===== config.mk =====
export PLATFORM = sky130hd
export DESIGN_NAME = rr_arbiter4_flat
export DESIGN_NICKNAME = d
export VERILOG_FILES = /design/src/rtl/rr_arb_pkg.sv /design/src/rtl/rr_arbiter4_if.sv /design/src/rtl/grant_decoder2x4.sv /design/src/rtl/rr_arbiter4.sv /design/src/flat_wrapper.sv
export SDC_FILE = /design/constraint.sdc
export NUM_CORES = 1
export LEC_CHECK = 0
export ABC_AREA = 1
export CORE_MARGIN = 2
export CORE_UTILIZATION = 35
export CTS_BUF_LIST = sky130_fd_sc_hd__clkbuf_16
export CTS_CLUSTER_SIZE = 10
export DETAILED_ROUTE_END_ITERATION = 8
export DONT_BUFFER_PORTS = 1
export HOLD_SLACK_MARGIN = 0.15
export PLACE_DENSITY_LB_ADDON = 0.08
export SYNTH_ARGS = -nofsm -noshare
export SYNTH_HDL_FRONTEND = slang
export SYNTH_SLANG_ARGS = --single-unit

===== constraint.sdc =====
create_clock -name clk -period 3.65 [get_ports clk]
set_input_delay 0.73 -clock clk [delete_from_list [all_inputs] [get_ports clk]]
set_output_delay 0.73 -clock clk [all_outputs]
set_load 0.05 [all_outputs]

===== src/rtl/rr_arb_pkg.sv =====
// Shared types and constants for the four-requester round-robin arbiter.
package rr_arb_pkg;

  localparam int unsigned N_REQ            = 4;
  localparam int unsigned IDX_W            = 2;
  localparam int unsigned DEFAULT_MAX_HOLD = 8;

  typedef enum logic {
    IDLE  = 1'b0,
    GRANT = 1'b1
  } arb_state_e;

  // Index of the lowest set bit; 0 when nothing is set.
  function automatic logic [IDX_W-1:0] first_set(input logic [N_REQ-1:0] vec);
    logic [IDX_W-1:0] idx;
    idx = '0;
    for (int i = N_REQ - 1; i >= 0; i--) begin
      if (vec[i]) idx = IDX_W'(i);
    end
    return idx;
  endfunction

endpackage


===== src/rtl/rr_arbiter4_if.sv =====
// Requester-side bus of rr_arbiter4: enable, requests and grant outputs.
interface rr_arbiter4_if;
  import rr_arb_pkg::*;

  logic             en;
  logic [N_REQ-1:0] req;
  logic [N_REQ-1:0] gnt;
  logic [IDX_W-1:0] gnt_idx;
  logic             gnt_valid;
  logic             timeout;

  modport master (
    output en, req,
    input  gnt, gnt_idx, gnt_valid, timeout
  );

  modport slave (
    input  en, req,
    output gnt, gnt_idx, gnt_valid, timeout
  );

endinterface


===== src/rtl/grant_decoder2x4.sv =====
// One-hot decode of the registered grant index, gated by the GRANT state.
module grant_decoder2x4
  import rr_arb_pkg::*;
(
  input  logic [IDX_W-1:0] idx_i,
  input  logic             en_i,
  output logic [N_REQ-1:0] gnt_o
);

  always_comb begin
    gnt_o = '0;
    if (en_i) gnt_o[idx_i] = 1'b1;
  end

endmodule


===== src/rtl/rr_arbiter4.sv =====
// Round-robin arbiter for four requesters with a bounded grant hold time.
module rr_arbiter4
  import rr_arb_pkg::*;
#(
  parameter int unsigned MAX_HOLD = DEFAULT_MAX_HOLD,
  parameter int unsigned CNT_W    = 3
) (
  input  logic         clk,
  input  logic         rst_n,
  rr_arbiter4_if.slave bus
);

  arb_state_e       state_q;
  logic [IDX_W-1:0] gnt_idx_q;
  logic [IDX_W-1:0] last_q;
  logic [CNT_W-1:0] hold_cnt_q;
  logic             timeout_q;

  logic [N_REQ-1:0] req_rot;
  logic [IDX_W-1:0] winner_d;

  // Rotate so bit 0 is the requester just after last, pick the lowest set bit, rotate back.
  always_comb begin
    logic [IDX_W-1:0] src;
    req_rot = '0;
    for (int i = 0; i < N_REQ; i++) begin
      src        = last_q + IDX_W'(1) + IDX_W'(i);
      req_rot[i] = bus.req[src];
    end
    winner_d = last_q + IDX_W'(1) + first_set(req_rot);
  end

  always_ff @(posedge clk) begin
    if (!rst_n) begin
      state_q    <= IDLE;
      gnt_idx_q  <= '0;
      last_q     <= IDX_W'(N_REQ - 1);
      hold_cnt_q <= '0;
      timeout_q  <= 1'b0;
    end else begin
      timeout_q <= 1'b0;
      case (state_q)
        IDLE: begin
          if (bus.en && (|bus.req)) begin
            state_q    <= GRANT;
            gnt_idx_q  <= winner_d;
            last_q     <= winner_d;
            hold_cnt_q <= '0;
          end
        end
        GRANT: begin
          if (!bus.en) begin
            state_q <= IDLE;
          end else if (!bus.req[gnt_idx_q]) begin
            state_q <= IDLE;
          end else if (hold_cnt_q == CNT_W'(MAX_HOLD - 1)) begin
            state_q   <= IDLE;
            timeout_q <= 1'b1;
          end else begin
            hold_cnt_q <= hold_cnt_q + CNT_W'(1);
          end
        end
        default: state_q <= IDLE;
      endcase
    end
  end

  grant_decoder2x4 u_dec (
    .idx_i (gnt_idx_q),
    .en_i  (state_q == GRANT),
    .gnt_o (bus.gnt)
  );

  assign bus.gnt_idx   = gnt_idx_q;
  assign bus.gnt_valid = (state_q == GRANT);
  assign bus.timeout   = timeout_q;

endmodule


===== src/flat_wrapper.sv =====
// flat-port wrapper written by rule: the top's interface ports become plain ports
module rr_arbiter4_flat import rr_arb_pkg::*;
#(
  parameter int unsigned MAX_HOLD = DEFAULT_MAX_HOLD,
  parameter int unsigned CNT_W    = 3
)
  (clk, rst_n, bus_en, bus_req, bus_gnt, bus_gnt_idx, bus_gnt_valid, bus_timeout);
  rr_arbiter4_if bus_i ();
  input  logic clk;
  input  logic rst_n;
  input wire logic [$bits(bus_i.en)-1:0] bus_en;
  input wire logic [$bits(bus_i.req)-1:0] bus_req;
  output wire logic [$bits(bus_i.gnt)-1:0] bus_gnt;
  output wire logic [$bits(bus_i.gnt_idx)-1:0] bus_gnt_idx;
  output wire logic [$bits(bus_i.gnt_valid)-1:0] bus_gnt_valid;
  output wire logic [$bits(bus_i.timeout)-1:0] bus_timeout;
  assign bus_i.en = bus_en;
  assign bus_i.req = bus_req;
  assign bus_gnt = bus_i.gnt;
  assign bus_gnt_idx = bus_i.gnt_idx;
  assign bus_gnt_valid = bus_i.gnt_valid;
  assign bus_timeout = bus_i.timeout;
  rr_arbiter4 #(.MAX_HOLD(MAX_HOLD), .CNT_W(CNT_W)) u_core (.clk(clk), .rst_n(rst_n), .bus(bus_i));
endmodule

==> results.tsv <==
metric	value	unit
min-delay-path-class	flip-flop to flip-flop	
cts-root-buf	sky130_fd_sc_hd__clkbuf_16	
final-max-slew-violation-count	0	
grt_use_total	15.8	%
htreeDepth	1	
setup_slack_placement	1570	ps
die_y	48.1	um
drive_gt1_share	16.4	%
cts.hold.buffers_added	0	
power_leakage	0.430	nW
maximum_number_of_pins_on_one_net_before_global_route_repair	11	
first_global_vias	606	
first_iter_violations	15	
post_route_hold_slack	471	ps
timing_worst_slew_pin_value	677	ps
worstPathCellList	inv_1 -> nor3_1 -> buf_4	
postRouteAntennaNets	0	
yosys_warnings	0	
hold_viol_final	0	
area_growth	18.9	%
setup_ws	1320	ps
clock_buffer_count_from_cts	3	
cts_tree	yes	
post-layout-total-power	0.463	mW
cts.sinks	9	
comb_power_share	26.9	%
cp_max_fo	7	
setup_viol	0	
routed_wl	1500	um
crit_start	u_core.bus.gnt_idx[1]	
kind_of_critical_path	flip-flop to output port	
period_share	63.8	%
cell_internal_pwr	0.298	mW
critical_path.max_stage_delay	730	ps
final_cells	141	
ctsLongestPathBuffers	2	
vdd_drop_max	0.351	mV
row_count	15	
port_buffers	0	
final_core_utilization	45.4	%
power.share.switching	35.7	%
detailroute.via_count	693	
setup_total_negative_slack	0	ps
fin_worst_skew	1.63	ps
drv.max_cap_violation_count	0	
yosys_register_bits	9	
synthesized_area_divided_by_synthesized_cell_count	6.24	um2
dpl.hpwl	1180	um
setup.worst_path.end	bus_gnt[2]	
power.net_switching	0.165	mW
grt_setup_unrepaired	false	
final.min_clock_period	2330	ps
synth_enable_flop_cells	0	
postSynthNetCount	119	
cell_area_after_technology_mapping	681	um2
reg2reg_to	u_core.last_q[1]	
critical-path-slowest-cell	sky130_fd_sc_hd__dfxtp_1	
power_share_of_the_sequential_group	31.3	%
power-per-cell-area	572	nW/um2
fillerInstances	192	
share_of_the_yosys_chip_area_belonging_to_registers	26.5	%
antenna_found_initial	0	
via_per_inst	4.91	
critical_path_arrival	1600	ps
cts_setup_buffers	0	
fin_nets	127	
clk_latency	230	ps
clk_transition_reported_paths	40	ps
placedInstanceArea	731	um2
timing.critical_path.from_type	flip-flop	
antennaDiodeCount	0	
status	completed	
r2r_setup_slack	1710	ps
async_flop_share	0	%
r2r.worst_path.cells	12	
drt_pass_1_iters	4	
placed_instance_count	137	
fmax	0.430	GHz
post-route-drc-count	0	
initial_core_util	38.2	%
number_of_distinct_standard_cells_referenced_by_the_synthesized_netlist	21	
power_frac_clock	41.8	%
routabilityCongestion	0.784	
fp.coreArea	1780	um2
boundaryPins	15	
global_route.overflow_total	0	
floorplan.die_area	2310	um2
maxSlewHeadroom	54.8	%
critPathCaptureType	output port	
design_area	810	um2
grt_first_pass_wirelength	2560	um
post_cts_resized	0	
wl_per_cell	10.6	um
die_width	48.1	um
worstPathRequired	2920	ps
reg_to_reg_start	u_core.last_q[0]	
postSynth.topFlopCell	sky130_fd_sc_hd__dfxtp_1	
netlist_instances	109	
[worst min path at each step]
stage	start	to	slack (ps)	cells after the start
6_report	u_core.hold_cnt_q[0]	u_core.hold_cnt_q[0]	470	1
3_3_place_gp	u_core.hold_cnt_q[0]	u_core.hold_cnt_q[0]	460	1
3_5_place_dp	u_core.hold_cnt_q[0]	u_core.hold_cnt_q[0]	470	1
5_1_grt	u_core.hold_cnt_q[0]	u_core.hold_cnt_q[0]	520	1
4_1_cts	u_core.hold_cnt_q[0]	u_core.hold_cnt_q[0]	480	1
2_1_floorplan	u_core.hold_cnt_q[0]	u_core.hold_cnt_q[0]	430	1
[state kept, by name (all words and copies together), names as in the netlist]
register and count:
u_core.hold_cnt_q 3, u_core.bus.timeout 1, u_core.bus.gnt_valid 1, u_core.last_q 2, u_core.bus.gnt_idx 2
[cell type report]
| class | instances | area [um2] | area share [%] |
|---|---|---|---|
| clock buffer | 3 | 75.1 | 9.27 |
| clock inverter | 1 | 3.75 | 0.464 |
| multi-input combinational | 85 | 429 | 53.0 |
| inverter | 14 | 60.1 | 7.42 |
| sequential | 9 | 180 | 22.3 |
| tap | 25 | 31.3 | 3.86 |
| timing repair buffer | 4 | 30.0 | 3.71 |
[cells in the final DEF, fill, tap and decap left out, drive strengths merged]
master  instances
o211ai          1
nand3b          2
a31oi           1
nand2          50
a21oi           5
nor2            4
nand4           3
xor2            1
nor3            5
clkbuf          3
inv            15
buf             4
nand3          10
ha              3
dfxtp           9
[synthesized netlist by cell type (2+ instances only)]
master,count,area [um2]
sky130_fd_sc_hd__a21oi_1,4,20.0
sky130_fd_sc_hd__dfxtp_1,9,180
sky130_fd_sc_hd__ha_1,3,37.5
sky130_fd_sc_hd__inv_1,11,41.3
sky130_fd_sc_hd__inv_2,2,7.51
sky130_fd_sc_hd__nand2_1,46,173
sky130_fd_sc_hd__nand2_2,4,25.0
sky130_fd_sc_hd__nand3_1,8,40.0
sky130_fd_sc_hd__nand3_2,2,20.0
sky130_fd_sc_hd__nand3b_1,2,15.0
sky130_fd_sc_hd__nand4_1,2,12.5
sky130_fd_sc_hd__nor2_1,3,11.3
sky130_fd_sc_hd__nor3_1,5,25.0
[logic make-up after synthesis]
family / count (synthesis) / share of synthesized area [%]
AOI/OAI and AO/OA: 7 / 6.25
xor gates and xnor gates: 1 / 1.29
adders and majority gates: 3 / 5.52
buffers and inverters: 15 / 10.5
DFF: 9 / 26.5
and+or+nand+nor: 74 / 50.0
[power by group through the flow]
stage / Combinational, mW / Sequential [mW] / Clock, mW
5_1_grt: 0.145 / 0.148 / 0.202
2_1_floorplan: 0.112 / 0.138 / 0
3_3_place_gp: 0.125 / 0.147 / 0
6_report: 0.124 / 0.145 / 0.193
4_1_cts: 0.126 / 0.145 / 0.195
3_5_place_dp: 0.125 / 0.147 / 0
[metal layers]
layer / up-vias / routed length [um] / global-route usage (%)
met5: - / 0 / 0
met4: 0 / 11 / 3.24
met3: 2 / 129 / 7.41
met2: 25 / 589 / 21.9
met1: 300 / 767 / 22.4
li1: 366 / - / -
[critical path, delay by kind of cell (launching register included)]
kind,cells,cell delay [ps]
AND/OR/NAND/NOR,1,210
buffers and inverters,2,410
flip-flops,1,730
Note: power is estimated with default switching activity, not from simulation.
